File: config.mk
export PLATFORM = sky130hd
export DESIGN_NAME = fl_dma_tx_arbiter
export DESIGN_NICKNAME = d
export VERILOG_FILES = /design/src/rtl/fl_dma_tx_arbiter.sv
export SDC_FILE = /design/constraint.sdc
export NUM_CORES = 1
export LEC_CHECK = 0
export BUFFER_PORTS_ARGS = -buffer_cell sky130_fd_sc_hd__buf_2
export CAP_MARGIN = 20
export CORE_AREA = 5 5 152 154
export DETAILED_ROUTE_END_ITERATION = 12
export DIE_AREA = 0 0 157 159
export SYNTH_ARGS = -nofsm -noshare
export SYNTH_HDL_FRONTEND = slang
export SYNTH_SLANG_ARGS = --single-unit
File: constraint.sdc
create_clock -name CLK -period 2.45 [get_ports CLK]
set_input_delay 0.3675 -clock CLK [delete_from_list [all_inputs] [get_ports CLK]]
set_output_delay 0.3675 -clock CLK [all_outputs]
set_load 0.01 [all_outputs]
File: src/rtl/fl_dma_tx_arbiter.sv
// fl_dma_tx_arbiter
// Round-robin, frame-atomic scheduler that shares one FrameLink DMA TX channel
// among INPUTS sources. Each granted frame is preceded by a one-word routing
// header {HDR_TAG, source index} so software can demultiplex the stream.
module fl_dma_tx_arbiter #(
   parameter int          DATA_WIDTH = 64,
   parameter int          INPUTS     = 4,
   parameter logic [7:0]  HDR_TAG    = 8'hA5,
   localparam int         RW         = $clog2(DATA_WIDTH / 8),
   localparam int         IW         = $clog2(INPUTS)
) (
   input  logic                         CLK,
   input  logic                         RESET,
   input  logic                         ENABLE,
   input  logic [INPUTS*DATA_WIDTH-1:0] RX_DATA,
   input  logic [INPUTS*RW-1:0]         RX_REM,
   input  logic [INPUTS-1:0]            RX_SOF_N,
   input  logic [INPUTS-1:0]            RX_EOF_N,
   input  logic [INPUTS-1:0]            RX_SOP_N,
   input  logic [INPUTS-1:0]            RX_EOP_N,
   input  logic [INPUTS-1:0]            RX_SRC_RDY_N,
   output logic [INPUTS-1:0]            RX_DST_RDY_N,
   output logic [DATA_WIDTH-1:0]        TX_DATA,
   output logic [RW-1:0]                TX_REM,
   output logic                         TX_SOF_N,
   output logic                         TX_EOF_N,
   output logic                         TX_SOP_N,
   output logic                         TX_EOP_N,
   output logic                         TX_SRC_RDY_N,
   input  logic                         TX_DST_RDY_N,
   output logic                         BUSY,
   output logic [IW-1:0]                ACTIVE_ID,
   output logic [31:0]                  FRAME_CNT
);

   localparam logic [1:0] S_IDLE = 2'd0;
   localparam logic [1:0] S_HDR  = 2'd1;
   localparam logic [1:0] S_DATA = 2'd2;

   logic [1:0]            state_q, state_d;
   logic [IW-1:0]         ptr_q, ptr_d;
   logic [IW-1:0]         id_q, id_d;
   logic [31:0]           frame_cnt_q, frame_cnt_d;
   logic                  busy_q, busy_d;

   logic [INPUTS-1:0]     req_s;
   logic                  found_s;
   logic [IW-1:0]         grant_s;
   logic [IW:0]           sum_s;
   logic [IW-1:0]         idx_s;

   logic [DATA_WIDTH-1:0] g_data_s;
   logic [RW-1:0]         g_rem_s;
   logic                  g_eof_n_s;
   logic                  g_sop_n_s;
   logic                  g_eop_n_s;
   logic                  g_src_rdy_n_s;
   logic                  xfer_s;

   // Round-robin search: first input at SOF starting just after the last grant
   always_comb begin
      req_s   = ~RX_SRC_RDY_N & ~RX_SOF_N;
      found_s = 1'b0;
      grant_s = '0;
      sum_s   = '0;
      idx_s   = '0;
      for (int k = 1; k <= INPUTS; k++) begin
         sum_s = {1'b0, ptr_q} + (IW+1)'(k);
         if (sum_s >= (IW+1)'(INPUTS)) begin
            sum_s = sum_s - (IW+1)'(INPUTS);
         end else begin
            sum_s = sum_s;
         end
         idx_s = sum_s[IW-1:0];
         if (!found_s && req_s[idx_s]) begin
            found_s = 1'b1;
            grant_s = idx_s;
         end else begin
            found_s = found_s;
         end
      end
   end

   // Select the signals of the currently granted input
   always_comb begin
      g_data_s      = '0;
      g_rem_s       = '0;
      g_eof_n_s     = 1'b1;
      g_sop_n_s     = 1'b1;
      g_eop_n_s     = 1'b1;
      g_src_rdy_n_s = 1'b1;
      for (int i = 0; i < INPUTS; i++) begin
         if (id_q == IW'(i)) begin
            g_data_s      = RX_DATA[i*DATA_WIDTH +: DATA_WIDTH];
            g_rem_s       = RX_REM[i*RW +: RW];
            g_eof_n_s     = RX_EOF_N[i];
            g_sop_n_s     = RX_SOP_N[i];
            g_eop_n_s     = RX_EOP_N[i];
            g_src_rdy_n_s = RX_SRC_RDY_N[i];
         end else begin
            g_data_s = g_data_s;
         end
      end
   end

   // TX/RX handshake outputs: idle, header word, or pass-through of the grant
   always_comb begin
      TX_DATA      = '0;
      TX_REM       = '0;
      TX_SOF_N     = 1'b1;
      TX_EOF_N     = 1'b1;
      TX_SOP_N     = 1'b1;
      TX_EOP_N     = 1'b1;
      TX_SRC_RDY_N = 1'b1;
      RX_DST_RDY_N = '1;
      case (state_q)
         S_HDR: begin
            TX_DATA      = {{(DATA_WIDTH-16){1'b0}}, HDR_TAG, 8'(id_q)};
            TX_REM       = '1;
            TX_SOF_N     = 1'b0;
            TX_SOP_N     = 1'b0;
            TX_EOP_N     = 1'b0;
            TX_SRC_RDY_N = 1'b0;
         end
         S_DATA: begin
            TX_DATA      = g_data_s;
            TX_REM       = g_rem_s;
            TX_EOF_N     = g_eof_n_s;
            TX_SOP_N     = g_sop_n_s;
            TX_EOP_N     = g_eop_n_s;
            TX_SRC_RDY_N = g_src_rdy_n_s;
            for (int i = 0; i < INPUTS; i++) begin
               RX_DST_RDY_N[i] = (id_q == IW'(i)) ? TX_DST_RDY_N : 1'b1;
            end
         end
         default: begin
            TX_SRC_RDY_N = 1'b1;
         end
      endcase
   end

   assign xfer_s = !g_src_rdy_n_s && !TX_DST_RDY_N;

   // Next-state logic: grant in IDLE, wait for header accept, run frame to EOF
   always_comb begin
      state_d     = state_q;
      ptr_d       = ptr_q;
      id_d        = id_q;
      frame_cnt_d = frame_cnt_q;
      case (state_q)
         S_IDLE: begin
            if (ENABLE && found_s) begin
               state_d = S_HDR;
               id_d    = grant_s;
               ptr_d   = grant_s;
            end else begin
               state_d = S_IDLE;
            end
         end
         S_HDR: begin
            if (!TX_DST_RDY_N) begin
               state_d = S_DATA;
            end else begin
               state_d = S_HDR;
            end
         end
         S_DATA: begin
            if (xfer_s && !g_eof_n_s) begin
               state_d     = S_IDLE;
               frame_cnt_d = frame_cnt_q + 32'd1;
            end else begin
               state_d = S_DATA;
            end
         end
         default: begin
            state_d = S_IDLE;
         end
      endcase
      busy_d = (state_d != S_IDLE);
   end

   // State registers with synchronous reset; pointer starts so input 0 wins first
   always_ff @(posedge CLK) begin
      if (RESET) begin
         state_q     <= S_IDLE;
         ptr_q       <= IW'(INPUTS - 1);
         id_q        <= '0;
         frame_cnt_q <= 32'd0;
         busy_q      <= 1'b0;
      end else begin
         state_q     <= state_d;
         ptr_q       <= ptr_d;
         id_q        <= id_d;
         frame_cnt_q <= frame_cnt_d;
         busy_q      <= busy_d;
      end
   end

   assign BUSY      = busy_q;
   assign ACTIVE_ID = id_q;
   assign FRAME_CNT = frame_cnt_q;

endmodule

==> results.md <==
| Parameter | Value | Unit |
|:---|:---|:---|
| Result of the run | finished clean | - |
| End of the worst register-to-register path | FRAME_CNT[26] | - |
| Worst skew pair latency | 280 | ps |
| Gp weighted congestion | 0.896 | - |
| Y dimension of the die | 159 | um |
| Worst endpoint required time | 2670 | ps |
| Synth Flop Type | dfxtp_1 | - |
| Avg Cell Area, Syn | 9.79 | um^2 |
| Total global routing overflow | 0 | - |
| Area leader, netlist | mux4_2 | - |
| Clock tree from TritonCTS | built | - |
| Arrival time reported for the critical path endpoint | 2510 | ps |
| Internal reg-to-reg setup slack | 160 | ps |
| First-pass GRT wire length | 33.1 | mm |
| Endpoint of the worst hold-timing path | state_q[0] | - |
| Floorplan row count | 54 | - |
| Average wire per cell in the routed design | 21.2 | um |
| Min cycle time layout | 2290 | ps |
| Final hold vios | 0 | - |
| Routed wire length | 23.7 | mm |
| Largest clock skew in the final design | 5.19 | ps |
| Number of buffers created by CTS | 5 | - |
| Post-DP HPWL | 19.3 | mm |
| Drt first pass iters | 4 | - |
| Worst supply voltage drop on vdd | 0.000369 | V |
| Vias per Instance | 4.92 | - |
| Final-stage net count | 1129 | - |
| Overall power of the completed layout | 2.23 | mW |
| Nets in the synthesized netlist | 732 | - |
| Pin count of the biggest net entering global routing | 65 | - |
| Final antenna-violating net count | 0 | - |
| CTS max path bufs | 2 | - |
| Fraction of registers with async set/reset | 0 | % |
| Critical path class | register to register | - |
| Largest cells by area after synthesis | mux4_2 (38%), dfxtp_1 (18%), and3_1 (9.1%), xnor2_1 (4.3%), nor2_1 (2.9%) | - |
| Pins Over Slew Limit | 0 | - |
| Antenna violations before repair | 10 | - |
| Maximum operating frequency | 437 | MHz |
| DRC Markers | 0 | - |
| Vias in the first global route | 5413 | - |
| Summed instance area of the synthesized netlist | 0.00426 | mm^2 |
| Maximum fanout encountered on the critical timing path | 8 | - |
| Core outline area | 0.0216 | mm^2 |
| Kind of capture point of the worst setup path | register | - |
| Root Buffer Master | clkbuf_16 | - |
| Area overhead of the layout relative to synthesis | 63.3 | % |
| Total negative slack | 0 | ps |
| Unrepaired setup endpoints after global routing | no | - |
| FF-to-FF path depth | 5 | - |
| Register bit count reported by yosys | 39 | - |
| Fraction of final layout cells sized beyond drive strength 1 | 63.1 | % |
| Number of maximum-capacitance violations | 0 | - |
| Worst Hold Class | input pin to register | - |
| Kind of launch point of the worst setup path | register | - |
| DR vias | 5501 | - |
| First-iteration detailed-routing DRC count | 328 | - |
| Synth top area share | 37.6 | % |
| Static power due to leakage | 3.36 | nW |
| P per Cell Area | 321 | mW/mm^2 |
| Relative slew slack | 58.7 | % |
| Seq/Total Area, Yosys | 18.3 | % |
| DIE AREA | 0.0250 | mm^2 |
| CTS HTree Levels | 2 | - |
| Overall global routing resource usage | 17.0 | % |
| Measured slew at the worst slew-check pin | 614 | ps |
| Final worst path period share | 93.5 | % |
| Startpoint of the lowest-slack register-to-register path | FRAME_CNT[5] | - |
| Post-CTS clock slew at the launch and capture registers of the worst setup and hold paths | 60 | ps |
| Die Width | 157 | um |
| Hold depth | 3 | - |
| Cells after Synth | 435 | - |
| Count of flip-flops with a built-in enable after synthesis | 0 | - |
| Number of buffers inserted to repair setup after CTS | 0 | - |
| Distinct cells, synth | 43 | - |
| Number of synthesis warnings | 0 | - |
| CTS Sinks | 39 | - |
| Number of I/O port buffers | 402 | - |
| Effective utilization at floorplan | 19.7 | % |
| Count of final setup violators | 0 | - |
| Hold path startpoint | TX_DST_RDY_N | - |
| Ports placed on the boundary | 403 | - |
[per-layer routing]
metal | vias up | routed length, um | global-route usage (%)
li1 | 2486 | - | -
met1 | 2691 | 9310 | 21.3
met2 | 283 | 11900 | 29.9
met3 | 35 | 1970 | 3.40
met4 | 6 | 505 | 3.87
met5 | - | 41 | 0
[placed cells by master (no fill, tap or decap), types with 4 or more instances in the layout]
master     Yosys  routed
nand4_1        9       9
dfxtp_1       39      37
nor3_1         7       7
nor4b_1        4       4
nor2_1        33      33
nor4_1        10       9
mux2i_1        4       4
nand2_1       24      24
or3_1          7       7
o21ai_0       12      12
buf_4          0      25
nand3_1       10      10
and3_1        62      62
xnor2_1       21      21
mux4_2        71      71
diode_2        0       5
nor2b_1       10      10
buf_2          3     402
clkbuf_16      0       6
a21oi_1       22      22
inv_1          8       8
[cell usage after synthesis (2+ instances only)]
library cell / instances
a31oi_1: 3
clkbuf_1: 31
nor4_1: 10
nand4_1: 9
nor4b_1: 4
nand3_1: 10
and3_1: 62
or4_2: 2
mux2i_1: 4
buf_1: 8
o21ai_0: 12
inv_1: 8
a21oi_1: 22
nand3b_1: 2
nand2b_1: 2
mux4_2: 71
nor2b_1: 10
nor2_1: 33
nor3_1: 7
or2_2: 3
ha_1: 5
dfxtp_1: 39
or3_1: 7
o22ai_1: 2
xnor2_1: 21
or2_1: 3
and4_1: 2
xor2_1: 2
nand2_1: 24
buf_2: 3
o31ai_1: 2
[kinds of logic (layout without fill, tap and decap cells)]
| logic type | after synthesis | in the layout | synth area share [%] |
|---|---|---|---|
| simple gates | 196 | 196 | 26.1 |
| buf+inv | 50 | 448 | 4.50 |
| mux | 76 | 76 | 38.8 |
| fa+ha+maj | 6 | 6 | 1.70 |
| xor+xnor | 23 | 23 | 4.73 |
| other cells | 0 | 5 | 0 |
| compound gates | 45 | 45 | 5.88 |
| flops | 39 | 39 | 18.3 |
[worst max-delay path by stage]
stage | startpoint | end | slack, ps
after floorplan | ACTIVE_ID[0] | FRAME_CNT[30] | 120
after global placement | RX_SRC_RDY_N[3] | FRAME_CNT[26] | 30
after detailed placement | RX_SRC_RDY_N[2] | FRAME_CNT[26] | 20
after CTS | ACTIVE_ID[0] | TX_DATA[56] | 7
after global routing | FRAME_CNT[5] | FRAME_CNT[30] | 20
final | FRAME_CNT[5] | FRAME_CNT[26] | 160
[report_power, final]
| part | total, mW | switching (mW) | leakage, nW | internal, mW |
|---|---|---|---|---|
| clock | 0.738 | 0.259 | 0.0838 | 0.480 |
| combinational | 0.833 | 0.374 | 2.96 | 0.459 |
| sequential | 0.660 | 0.0163 | 0.317 | 0.644 |
[metrics by stage]
step	cell area [um^2]	cells	hold slack (ps)	utilization, %	setup WS, ps
2_1_floorplan	4260	435	479	-	125
3_3_place_gp	6730	1104	501	31.2	34.3
3_5_place_dp	6730	1104	503	31.2	18.3
4_1_cts	6900	1112	348	32.0	6.76
5_1_grt	6950	1118	362	32.3	18.7
6_report	6950	1118	352	32.3	160
[timing repair]
action / CTS / global route
cloned: 0 / 1
setup endpoints to repair: 2 / 45
endpoints found under the hold margin: 0 / 0
resized for setup: 1 / 3
hold buffers: 0 / 0
[layout make-up]
cell class / count / area [um^2]
fillers: 2309 / 14600
multi-input cells: 346 / 3300
repair buffers: 432 / 2300
flip-flops and latches: 39 / 788
well taps: 280 / 350
clock buffers: 5 / 125
clock inverters: 3 / 43.8
inverters: 8 / 30.0
diodes: 5 / 12.5
[critical path: stages, from the launching register on]
cell,delay (ps)
dfxtp_1,420
nand4_4,170
or4_4,620
or4b_4,550
or3_1,320
a21oi_1,150
[registers in the layout (all words and copies together) (netlist names)]
name / flops
FRAME_CNT: 32
ACTIVE_ID: 2
ptr_q: 2
state_q: 2
BUSY: 1
(Power assumes the default switching activity.)
